## src/rtl/can_pkg.sv

```systemverilog
// Shared CAN transmit-path types: field widths, mailbox record and the
// transmit sequencer state encoding.
package can_pkg;

    localparam int CAN_ID_W    = 11;
    localparam int CAN_FRAME_W = 128;

    typedef enum logic [1:0] {
        IDLE = 2'd0,
        ARB  = 2'd1,
        SEND = 2'd2,
        GAP  = 2'd3
    } can_tx_state_e;

    typedef struct packed {
        logic [CAN_ID_W-1:0]    id;
        logic [CAN_FRAME_W-1:0] data;
    } can_mb_t;

    // Strictly-lower identifier wins, so equal identifiers keep the earlier candidate.
    function automatic logic id_beats(input logic [CAN_ID_W-1:0] cand,
                                      input logic [CAN_ID_W-1:0] best);
        return (cand < best);
    endfunction

endpackage

```

## src/rtl/can_mb_arbiter.sv

```systemverilog
// Combinational priority search: among requesting entries pick the lowest
// identifier, ties resolved toward the lowest index.
module can_mb_arbiter
    import can_pkg::*;
#(
    parameter int N  = 4,
    parameter int IW = $clog2(N)
) (
    input  logic [N-1:0]               req,
    input  logic [N-1:0][CAN_ID_W-1:0] ids,
    output logic [IW-1:0]              win_idx,
    output logic                       win_valid
);

    logic [CAN_ID_W-1:0] best_id_s;
    logic                take_s;

    // Linear scan from index 0 upward; a later entry only displaces the
    // current best with a strictly lower identifier.
    always_comb begin
        win_idx   = '0;
        win_valid = 1'b0;
        best_id_s = '1;
        take_s    = 1'b0;
        for (int i = 0; i < N; i++) begin
            take_s    = req[i] && (!win_valid || id_beats(ids[i], best_id_s));
            win_idx   = take_s ? IW'(i) : win_idx;
            best_id_s = take_s ? ids[i] : best_id_s;
            win_valid = win_valid | take_s;
        end
    end

endmodule

```

## src/rtl/can_tx_mailbox.sv

```systemverilog
// Host-loaded transmit mailboxes with ID arbitration, a per-attempt TXOK
// timeout, bounded retry, abort and completion/error reporting.
module can_tx_mailbox
    import can_pkg::*;
#(
    parameter int  NUM_MB    = 4,
    parameter int  TIMEOUT   = 20000,
    parameter int  MAX_RETRY = 3,
    localparam int IW        = $clog2(NUM_MB)
) (
    input  logic                   sys_clk,
    input  logic                   sys_rst,
    input  logic                   wr_en,
    input  logic [IW-1:0]          wr_idx,
    input  logic [CAN_ID_W-1:0]    wr_id,
    input  logic [CAN_FRAME_W-1:0] wr_data,
    input  logic                   abort_en,
    input  logic [IW-1:0]          abort_idx,
    output logic [CAN_FRAME_W-1:0] tx_message,
    output logic                   tx_en,
    input  logic                   TXOK,
    output logic [NUM_MB-1:0]      pending,
    output logic [IW-1:0]          busy_idx,
    output logic                   done_pulse,
    output logic                   err_pulse,
    output logic                   abort_pulse,
    output logic                   wr_reject
);

    localparam int TW = $clog2(TIMEOUT + 1);
    localparam int RW = $clog2(MAX_RETRY + 1);

    can_tx_state_e                   state_r;
    can_tx_state_e                   state_next_s;
    can_mb_t                         mb_r [NUM_MB];
    logic [NUM_MB-1:0]               pending_r;
    logic [NUM_MB-1:0]               pending_next_s;
    logic [IW-1:0]                   busy_idx_r;
    logic [CAN_FRAME_W-1:0]          tx_message_r;
    logic                            tx_en_r;
    logic                            done_r;
    logic                            err_r;
    logic                            abort_r;
    logic                            wr_reject_r;
    logic [TW-1:0]                   tmo_cnt_r;
    logic [RW-1:0]                   retry_r;
    logic [RW-1:0]                   retry_inc_s;
    logic                            ev_ok_s;
    logic                            ev_abort_s;
    logic                            ev_tmo_s;
    logic                            ev_drop_s;
    logic                            wr_reject_s;
    logic                            wr_accept_s;
    logic [NUM_MB-1:0][CAN_ID_W-1:0] ids_s;
    logic [IW-1:0]                   win_idx_s;
    logic                            win_valid_s;

    assign tx_message  = tx_message_r;
    assign tx_en       = tx_en_r;
    assign pending     = pending_r;
    assign busy_idx    = busy_idx_r;
    assign done_pulse  = done_r;
    assign err_pulse   = err_r;
    assign abort_pulse = abort_r;
    assign wr_reject   = wr_reject_r;

    // Only the mailbox on the wire is write-protected; all others accept updates.
    assign wr_reject_s = wr_en && (state_r == SEND) && (wr_idx == busy_idx_r);
    assign wr_accept_s = wr_en && !wr_reject_s;
    assign retry_inc_s = retry_r + RW'(1'b1);
    assign ev_drop_s   = ev_tmo_s && (retry_inc_s == RW'(MAX_RETRY));

    // Gather identifiers into a packed vector for the arbiter.
    always_comb begin
        ids_s = '0;
        for (int i = 0; i < NUM_MB; i++) begin
            ids_s[i] = mb_r[i].id;
        end
    end

    can_mb_arbiter #(
        .N  (NUM_MB),
        .IW (IW)
    ) u_arbiter (
        .req       (pending_r),
        .ids       (ids_s),
        .win_idx   (win_idx_s),
        .win_valid (win_valid_s)
    );

    // Next-state logic; SEND exits are prioritised TXOK, then abort, then timeout.
    always_comb begin
        state_next_s = state_r;
        ev_ok_s      = 1'b0;
        ev_abort_s   = 1'b0;
        ev_tmo_s     = 1'b0;
        case (state_r)
            IDLE: begin
                if (|pending_r) begin
                    state_next_s = ARB;
                end else begin
                    state_next_s = IDLE;
                end
            end
            ARB: begin
                // An abort during IDLE can empty the mask before arbitration.
                if (win_valid_s) begin
                    state_next_s = SEND;
                end else begin
                    state_next_s = IDLE;
                end
            end
            SEND: begin
                if (TXOK) begin
                    ev_ok_s      = 1'b1;
                    state_next_s = GAP;
                end else if (abort_en && (abort_idx == busy_idx_r)) begin
                    ev_abort_s   = 1'b1;
                    state_next_s = GAP;
                end else if (tmo_cnt_r == TW'(TIMEOUT - 1)) begin
                    ev_tmo_s     = 1'b1;
                    state_next_s = GAP;
                end else begin
                    state_next_s = SEND;
                end
            end
            GAP: begin
                state_next_s = IDLE;
            end
            default: begin
                state_next_s = IDLE;
            end
        endcase
    end

    // Pending mask update: a host write beats any clear in the same cycle.
    always_comb begin
        pending_next_s = pending_r;
        for (int i = 0; i < NUM_MB; i++) begin
            pending_next_s[i] =
                (wr_accept_s && (wr_idx == IW'(i))) ? 1'b1 :
                (((busy_idx_r == IW'(i)) && (ev_ok_s || ev_abort_s || ev_drop_s)) ||
                 (abort_en && (abort_idx == IW'(i)))) ? 1'b0 : pending_r[i];
        end
    end

    // State register.
    always_ff @(posedge sys_clk) begin
        if (sys_rst) begin
            state_r <= IDLE;
        end else begin
            state_r <= state_next_s;
        end
    end

    // Control registers, counters, frame latch and pulse outputs.
    always_ff @(posedge sys_clk) begin
        if (sys_rst) begin
            pending_r    <= '0;
            busy_idx_r   <= '0;
            tx_message_r <= '0;
            tx_en_r      <= 1'b0;
            done_r       <= 1'b0;
            err_r        <= 1'b0;
            abort_r      <= 1'b0;
            wr_reject_r  <= 1'b0;
            tmo_cnt_r    <= '0;
            retry_r      <= '0;
        end else begin
            pending_r   <= pending_next_s;
            tx_en_r     <= (state_next_s == SEND);
            done_r      <= ev_ok_s;
            err_r       <= ev_drop_s;
            abort_r     <= ev_abort_s;
            wr_reject_r <= wr_reject_s;
            case (state_r)
                ARB: begin
                    tmo_cnt_r <= '0;
                    if (win_valid_s) begin
                        busy_idx_r   <= win_idx_s;
                        tx_message_r <= mb_r[win_idx_s].data;
                        // A different winner starts its own retry budget.
                        if (win_idx_s != busy_idx_r) begin
                            retry_r <= '0;
                        end
                    end
                end
                SEND: begin
                    tmo_cnt_r <= tmo_cnt_r + TW'(1'b1);
                    if (ev_ok_s) begin
                        retry_r <= '0;
                    end else if (ev_tmo_s) begin
                        retry_r <= ev_drop_s ? RW'(1'b0) : retry_inc_s;
                    end
                end
                default: begin
                    tmo_cnt_r <= tmo_cnt_r;
                end
            endcase
        end
    end

    // Mailbox storage; contents need no reset since pending gates their use.
    always_ff @(posedge sys_clk) begin
        for (int i = 0; i < NUM_MB; i++) begin
            if (wr_accept_s && (wr_idx == IW'(i))) begin
                mb_r[i] <= '{id: wr_id, data: wr_data};
            end
        end
    end

endmodule
```

## config.mk

```make
export PLATFORM = sky130hd
export DESIGN_NAME = can_tx_mailbox
export DESIGN_NICKNAME = d
export VERILOG_FILES = /design/src/rtl/can_pkg.sv /design/src/rtl/can_mb_arbiter.sv /design/src/rtl/can_tx_mailbox.sv
export SDC_FILE = /design/constraint.sdc
export NUM_CORES = 1
export LEC_CHECK = 0
export CORE_MARGIN = 3
export CORE_UTILIZATION = 47
export DETAILED_ROUTE_END_ITERATION = 10
export PLACE_DENSITY = 0.72
export SLEW_MARGIN = 0
export SYNTH_ARGS = -nofsm -noshare
export SYNTH_HDL_FRONTEND = slang
export SYNTH_HIERARCHICAL = 1
export SYNTH_SLANG_ARGS = --single-unit
```

## constraint.sdc

```tcl
create_clock -name sys_clk -period 17.2 [get_ports sys_clk]
set_input_delay 4.3 -clock sys_clk [delete_from_list [all_inputs] [get_ports sys_clk]]
set_output_delay 4.3 -clock sys_clk [all_outputs]
set_load 0.05 [all_outputs]
```

# Yosys cells after proc, flatten, opt, wreduce, memory -nomap -nowiden
# Memory sizes are Yosys's and may differ from the RTL's. A register that Yosys moved wholly into a read port is not among the register bits.
# Index checks and enable logic that the tools add are counted.
classes:
  addsub: 2
  magnitude_cmp: 3
  eq_ne: 21
  muxes: 53
  bitwise: 3
  n_reduce_logical: 48
ops:
  columns: ["operator", "n"]
  rows:
  - ["$mux W139", 3]
  - ["$reduce_or A139 Y1", 3]
  - ["$lt A11 B11 Y1", 3]
  - ["$mux W1", 33]
  - ["$mux W11", 3]
  - ["$pmux W15 S2", 1]
  - ["$mux W2", 11]
  - ["$eq A2 B2 Y1 const B", 10]
  - ["$logic_and A1 B1 Y1", 20]
  - ["$add A15 B1 Y15 const B", 1]
  - ["$eq A15 B15 Y1 const B", 1]
  - ["$reduce_bool A2 Y1", 5]
  - ["$logic_or A1 B1 Y1", 9]
  - ["$eq A2 B1 Y1 const B", 4]
  - ["$logic_not A2 Y1", 4]
  - ["$pmux W2 S4", 1]
  - ["$eq A2 B2 Y1", 2]
  - ["$logic_not A1 Y1", 4]
  - ["$pmux W2 S2", 1]
  - ["$reduce_and A4 Y1", 1]
  - ["$reduce_or A4 Y1", 1]
  - ["$ne A3 B3 Y1 const B", 1]
  - ["$or A1 B1 Y1", 3]
  - ["$add A2 B1 Y2 const B", 1]
  - ["other kinds (4)", 4]
word_totals:
  reg_bits: 30
  ram_bits: 556
  inputBits: 148
  out_inout_bits: 139
  word_cells: 144
  memories: 1
mem_list:
  columns: ["memory", "depth", "word_bits", "rd", "rd_clocked_by_memory_dff", "wr", "line", "text"]
  rows:
  - ["mb_r", 4, 139, 5, 1, 1, "can_tx_mailbox.sv:35", "can_mb_t mb_r [NUM_MB];"]

# Longest topological paths before layout
# An unclocked memory read counts as a cell.
logic_depth:
  word_depth: 18
  ltp_mapped: 34
  depth_no_buf: 29

# By module
# The synthesis kept the hierarchy.
by_module_without_submodules:
  columns: ["module", "instances", "cells_per_inst", "area_per_inst_um2", "seq_area_each_um2"]
  rows:
  - ["can_tx_mailbox", 1, 1454, 25615.8, 19859.0]
  - ["can_mb_arbiter", 1, 153, 1119.8, 0.0]

# Worst setup path after synthesis
# Ideal clock, no wire load.
synth_path:
  kind: "input -> register"
  start: "input wr_idx[0]"
  end: "memory mb_r[0][0] (netlist bit) (enable)"
  arrival_time_ps: 10660
  slack_ps: 5885
  stages: 2
  n_path_buf: 0
  cell_sequence: "nor3b_1 -> nor2b_1"
synth_between:
  elab_chain_len: 11
  word_cells_on_any_way: 29
  cone_classes: "4 x eq/ne; 14 x mux; 11 x reduce/logical"
synth_lines:
  columns: ["element", "line", "text"]
  rows:
  - ["start: declaration", "can_tx_mailbox.sv:14", "input logic [IW-1:0] wr_idx,"]
  - ["$eq A2 B2 Y1", "can_tx_mailbox.sv:68", "assign wr_reject_s = wr_en && (state_r == SEND) && (wr_idx == busy_idx_r);"]
  - ["$logic_and A1 B1 Y1", "can_tx_mailbox.sv:68", null]
  - ["$logic_not A1 Y1", "can_tx_mailbox.sv:69", "assign wr_accept_s = wr_en && !wr_reject_s;"]
  - ["$logic_and A1 B1 Y1", "can_tx_mailbox.sv:69", null]
  - ["$logic_and A1 B1 Y1", "can_tx_mailbox.sv:206", "if (wr_accept_s && (wr_idx == IW'(i))) begin"]
  - ["$mux W1", "can_tx_mailbox.sv:206", null]
  - ["$mux W1 (implied by the code)", "can_tx_mailbox.sv:207", "mb_r[i] <= '{id: wr_id, data: wr_data};"]
  - ["$reduce_or A139 Y1 (no source line)", null, null]
  - ["$mux W2 (no source line) or $mux W1 (tied branches) (3 in a row)", null, null]
  - ["end: declaration", "can_tx_mailbox.sv:35", null]
# Parallel ways exist; a longest one is shown, timed or not.

# Final worst setup path
layout_path:
  start: "register pending_r[0] (netlist: pending[0])"
  end: "register retry_r[0]"
layout_between:
  elab_chain_len: 16
  word_cells_on_any_way: 25
  cone_classes: "3 x order compare; 3 x eq/ne; 6 x mux; 3 x bitwise; 10 x reduce/logical"
layout_lines:
  columns: ["element", "line", "text"]
  rows:
  - ["start: declaration", "can_tx_mailbox.sv:36", "logic [NUM_MB-1:0] pending_r;"]
  - ["start signal: assignment", "can_tx_mailbox.sv:170", "pending_r <= pending_next_s;"]
  - ["$mux W11", "can_mb_arbiter.sv:28", "best_id_s = take_s ? ids[i] : best_id_s;"]
  - ["$lt A11 B11 Y1", "can_pkg.sv:23", "return (cand < best);"]
  - ["$logic_or A1 B1 Y1", "can_mb_arbiter.sv:26", "take_s = req[i] && (!win_valid || id_beats(ids[i], best_id_s));"]
  - ["$logic_and A1 B1 Y1", "can_mb_arbiter.sv:26", null]
  - ["$mux W11 or $or A1 B1 Y1 (tied branches)", "can_mb_arbiter.sv:28, can_mb_arbiter.sv:29", null]
  - ["$lt A11 B11 Y1 or $logic_not A1 Y1 (tied branches)", "can_pkg.sv:23, can_mb_arbiter.sv:26", null]
  - ["$logic_or A1 B1 Y1", "can_mb_arbiter.sv:26", null]
  - ["$logic_and A1 B1 Y1", "can_mb_arbiter.sv:26", null]
  - ["$mux W11 or $or A1 B1 Y1 (tied branches)", "can_mb_arbiter.sv:28, can_mb_arbiter.sv:29", null]
  - ["$lt A11 B11 Y1 or $logic_not A1 Y1 (tied branches)", "can_pkg.sv:23, can_mb_arbiter.sv:26", null]
  - ["$logic_or A1 B1 Y1", "can_mb_arbiter.sv:26", null]
  - ["$logic_and A1 B1 Y1", "can_mb_arbiter.sv:26", null]
  - ["$mux W2 *", "can_mb_arbiter.sv:27", "win_idx = take_s ? IW'(i) : win_idx;"]
  - ["named net win_idx_s[0]", "can_tx_mailbox.sv:55", "logic [IW-1:0] win_idx_s;"]
  - ["$ne A2 B2 Y1 *", "can_tx_mailbox.sv:183", "if (win_idx_s != busy_idx_r) begin"]
  - ["$ne A2 B2 Y1 (no source line) *", null, null]
  - ["$reduce_and A4 Y1 (no source line) *", null, null]
  - ["end signal: assignment", "can_tx_mailbox.sv:193", "retry_r <= ev_drop_s ? RW'(1'b0) : retry_inc_s;"]
  - ["end: declaration", "can_tx_mailbox.sv:46", "logic [RW-1:0] retry_r;"]
# Mark *: on every way through the listed nets, which the timed path passes. The rest lies on a longest branch.
# A chain may end at the register's enable or synchronous reset.

==> results.md <==
* Post-Synthesis Cell Area at approximately 0.027 mm²
* # fillers at 4241
* Die outline height at between 200 and 250 µm
* Number of violations of the max-capacitance limit at 0
* Post-layout net count at 2082
* Share of the core filled with cells in the final layout at around three fifths
* Final Max Slew Viols at 0
* Number of top-level design ports at roughly 290
* Post-route ant nets at 0
* Rel. slew slack at between 20% and 30%
* Actual transition at the worst max-transition pin at about 1100 ps
* Area of the die at roughly 0.060 mm²
* Avg Synthesized Cell Area at approximately 17 µm²
* Grt total ovfl at 0
* Standard cell core area at approximately 0.056 mm²
* DR DRC count at 0
* Total power per unit cell area at about 120 mW/mm²
* Placed Instances at between 2000 and 3000
* Count of flip-flops with a built-in enable after synthesis at around 560
* Number of nets produced by synthesis at approximately 1800
* Maximum number of pins on one net before global-route repair at about 130
* Hold Vio Cnt, Final at 0
* Number of buffers created by CTS at 73
* Count of state elements after synthesis at between 700 and 800
* Kind of critical path: flop to flop
* Post-place setup slack at 8151 ps
* Ratio of final minimum period to clock period at a little over half
* Number of warning messages in the yosys log at 6
* Clock tree from TritonCTS: done
* Detailed Route Iter0 Violations at 1100
* Post-route minimum period at a little over 9000 ps
* Synth-to-Final Area Change at 23.04%
* Leak Pwr at roughly 11 nW
* Most used cell along the critical path: sky130_fd_sc_hd__ha_1
* Setup TNS at 0 ps
* Portion of synthesized cell area occupied by the leading cell type at 62.45%
* Setup Viol. Count Final at 0
* Largest area contributor in the synthesized netlist: sky130_fd_sc_hd__edfxtp_1
* Number of buffers inserted for hold repair after clock tree synthesis at 0
* Critical path capture point type: flop
* Class of the worst hold path: flop to flop
* Clock skew at between 20 and 25 ps
* Data required time at the worst endpoint at between 15000 and 20000 ps
* Post-CTS Setup Repair Bufs at 0
* Placement Rows at 86
* Count of distinct cell types in the synthesized netlist at 53
* Achievable Freq at about 110 MHz
* Number of antenna violations at the first check in global routing at 10
* Async set or reset register ratio after synthesis at 0%
* Dominant register cell in the synthesized netlist: sky130_fd_sc_hd__edfxtp_1
* Launching element type of the critical path: flop
* Maximum buffer depth of the clock tree at 3
* Final routed wirelength across all metal layers at between 50 and 60 mm
* Mean number of vias per cell at 5.506
* Post-DP HPWL at roughly 34 mm
* Ranking of synthesized cells by area: sky130_fd_sc_hd__edfxtp_1 62%, sky130_fd_sc_hd__dfxtp_1 12%, sky130_fd_sc_hd__mux4_2 11%, sky130_fd_sc_hd__nand2_1 4.0%, sky130_fd_sc_hd__a21oi_1 2.7%
* Result of the run: finished clean
* Clock latency of the later-clocked register in the worst-skew pair at 610 ps
* CTS H-tree depth at 3
* Wire length of the first global-routing pass at between 90 and 100 mm
* Post-route non-filler standard cell count at between 2000 and 3000
* Worst IR drop on VDD at about 0.077 mV
* Vias after detailed routing at 14960
* Wire length per cell at around 22 µm
* Highest-delay cell along the critical path: sky130_fd_sc_hd__buf_4
* Chip Width at between 200 and 250 µm
* Number of global-route vias before repair at around 16000
* Sink count of the clock tree at roughly 710
* Fraction of the yosys area taken by sequential cells at between 70% and 80%
* Initial standard-cell utilization of the core at a little under half
* Post_cts resized at 0
* Slowest cell delay on critical path at roughly 860 ps
* Gate Count Post-Synth at about 1600
* Setup repair after global routing missed its margin: no
* Library cell with the highest instance count after synthesis: sky130_fd_sc_hd__edfxtp_1
* Pre-antenna DRT Iters at 5
* Clock-pin transition on the worst setup and hold timing paths at ~60 ps
* Critical path peak fanout at 47
* Library cell used as clock root buffer: sky130_fd_sc_hd__clkbuf_16
* Port Buffers at roughly 290
* Top post-synthesis cells by count: 556 x sky130_fd_sc_hd__edfxtp_1, 284 x sky130_fd_sc_hd__nand2_1, 158 x sky130_fd_sc_hd__dfxtp_1, 146 x sky130_fd_sc_hd__a21oi_1, 128 x sky130_fd_sc_hd__mux4_2
* Min setup slack post-route at between 8000 and 9000 ps
* Share of post-route cells with drive strength above 1 at about 14%
* Global-route usage over all layers at 20.12%
* Final RePlAce weighted congestion at slightly above 0.8
* Data arrival time of the critical path at 9520 ps
==> routing by layer <==
| layer | up-vias | global-route usage, % | routed length, µm |
|---|---|---|---|
| li1 | 6763 | - | - |
| met1 | 7612 | 25.88 | 24270 |
| met2 | 460 | 33.40 | 29360 |
| met3 | 112 | 4.912 | 4002 |
| met4 | 8 | 7.503 | 1673 |
| met5 | - | 0 | 52 |
==> sequential cells by signal, indices dropped and copies added (netlist names) <==
register,count
mb_r,556
tx_message,128
tmo_cnt_r,15
pending,4
busy_idx,2
retry_r,2
state_r,2
abort_pulse,1
done_pulse,1
err_pulse,1
tx_en,1
wr_reject,1
==> layout make-up <==
class | count | area, µm² | area share [%]
flip-flops and latches | 714 | 19860 | 60.37
multi-input cells | 785 | 6510 | 19.79
repair buffers | 302 | 2993 | 9.098
clock buffers | 95 | 2012 | 6.116
well taps | 748 | 935.9 | 2.845
clock inverters | 41 | 478.0 | 1.453
inverters | 24 | 90.09 | 0.2739
diodes | 7 | 17.52 | 0.05325
==> logic make-up (layout without fill, tap and decap cells) <==
kind of cell | Yosys count | count (layout) | synth area share (%)
other cells | 0 | 7 | 0
compound gates | 209 | 209 | 4.488
fa+ha+maj | 34 | 34 | 1.591
buf+inv | 108 | 462 | 1.605
mux | 142 | 142 | 11.36
xor+xnor | 17 | 17 | 0.5569
flops | 714 | 714 | 74.28
simple gates | 383 | 383 | 6.121
==> where the power goes <==
group	internal, W	switching (W)
Sequential	0.00192	0.0000225
Clock	0.000968	0.000646
Combinational	0.000205	0.000256
Total	0.00309	0.000925
==> final timing paths <==
check	startpoint	to	slack (ps)	cells after the start
worst max-delay path	pending[0]	retry_r[0]	8120	30
worst min-delay path	tx_message[77]	tx_message[77]	450	2
worst max register to register	pending[0]	retry_r[0]	8120	30
worst min register to register	tx_message[77]	tx_message[77]	450	2
==> per-stage QoR <==
stage                     power [W]  hold WS, ps  area (µm²)
after floorplan            0.002296        461.0       26740
after global placement     0.002443        441.7       30390
after detailed placement   0.002450        448.5       30390
after CTS                  0.004072        456.1       32880
after global routing       0.004176        475.1       32890
final                      0.004019        454.6       32900
==> layout by cell type, fill, tap and decap left out, types with 3 or more instances in the layout <==
| cell | Yosys | final |
|---|---|---|
| sky130_fd_sc_hd__clkinv_1 | 0 | 8 |
| sky130_fd_sc_hd__a21oi_1 | 146 | 146 |
| sky130_fd_sc_hd__o21a_1 | 10 | 10 |
| sky130_fd_sc_hd__clkbuf_16 | 0 | 75 |
| sky130_fd_sc_hd__a21o_1 | 9 | 9 |
| sky130_fd_sc_hd__mux4_2 | 128 | 128 |
| sky130_fd_sc_hd__xor2_1 | 11 | 11 |
| sky130_fd_sc_hd__nand3_1 | 13 | 13 |
| sky130_fd_sc_hd__edfxtp_1 | 556 | 556 |
| sky130_fd_sc_hd__mux2_2 | 11 | 11 |
| sky130_fd_sc_hd__clkinv_2 | 0 | 14 |
| sky130_fd_sc_hd__bufinv_16 | 0 | 9 |
| sky130_fd_sc_hd__clkinvlp_4 | 0 | 5 |
| sky130_fd_sc_hd__mux2i_1 | 3 | 3 |
| sky130_fd_sc_hd__nor3_1 | 6 | 6 |
| sky130_fd_sc_hd__clkdlybuf4s50_1 | 0 | 285 |
| sky130_fd_sc_hd__xnor2_1 | 6 | 6 |
| sky130_fd_sc_hd__ha_1 | 34 | 34 |
| sky130_fd_sc_hd__nand4_1 | 7 | 7 |
| sky130_fd_sc_hd__o21ai_0 | 9 | 9 |
| sky130_fd_sc_hd__clkbuf_1 | 57 | 14 |
| sky130_fd_sc_hd__and3_1 | 7 | 7 |
| sky130_fd_sc_hd__nand2b_1 | 6 | 6 |
| sky130_fd_sc_hd__nand2_1 | 284 | 283 |
| sky130_fd_sc_hd__o211ai_1 | 8 | 8 |
| sky130_fd_sc_hd__buf_4 | 0 | 16 |
| sky130_fd_sc_hd__a31oi_1 | 6 | 6 |
| sky130_fd_sc_hd__inv_1 | 24 | 24 |
| sky130_fd_sc_hd__and4_1 | 8 | 7 |
| sky130_fd_sc_hd__diode_2 | 0 | 7 |
| sky130_fd_sc_hd__dfxtp_1 | 158 | 158 |
| sky130_fd_sc_hd__nor2_1 | 31 | 31 |
| sky130_fd_sc_hd__clkbuf_8 | 0 | 6 |
==> worst max-delay path, delay by kind of cell, from the launching register on <==
kind	cells	cell delay, ps
AOI/OAI and AO/OA	17	3920
buffers and inverters	3	1820
and+or+nand+nor	5	1190
adders and majority gates	3	840
DFF	1	460
muxes	1	400
xor gates and xnor gates	1	170
(Power assumes the default switching activity.)
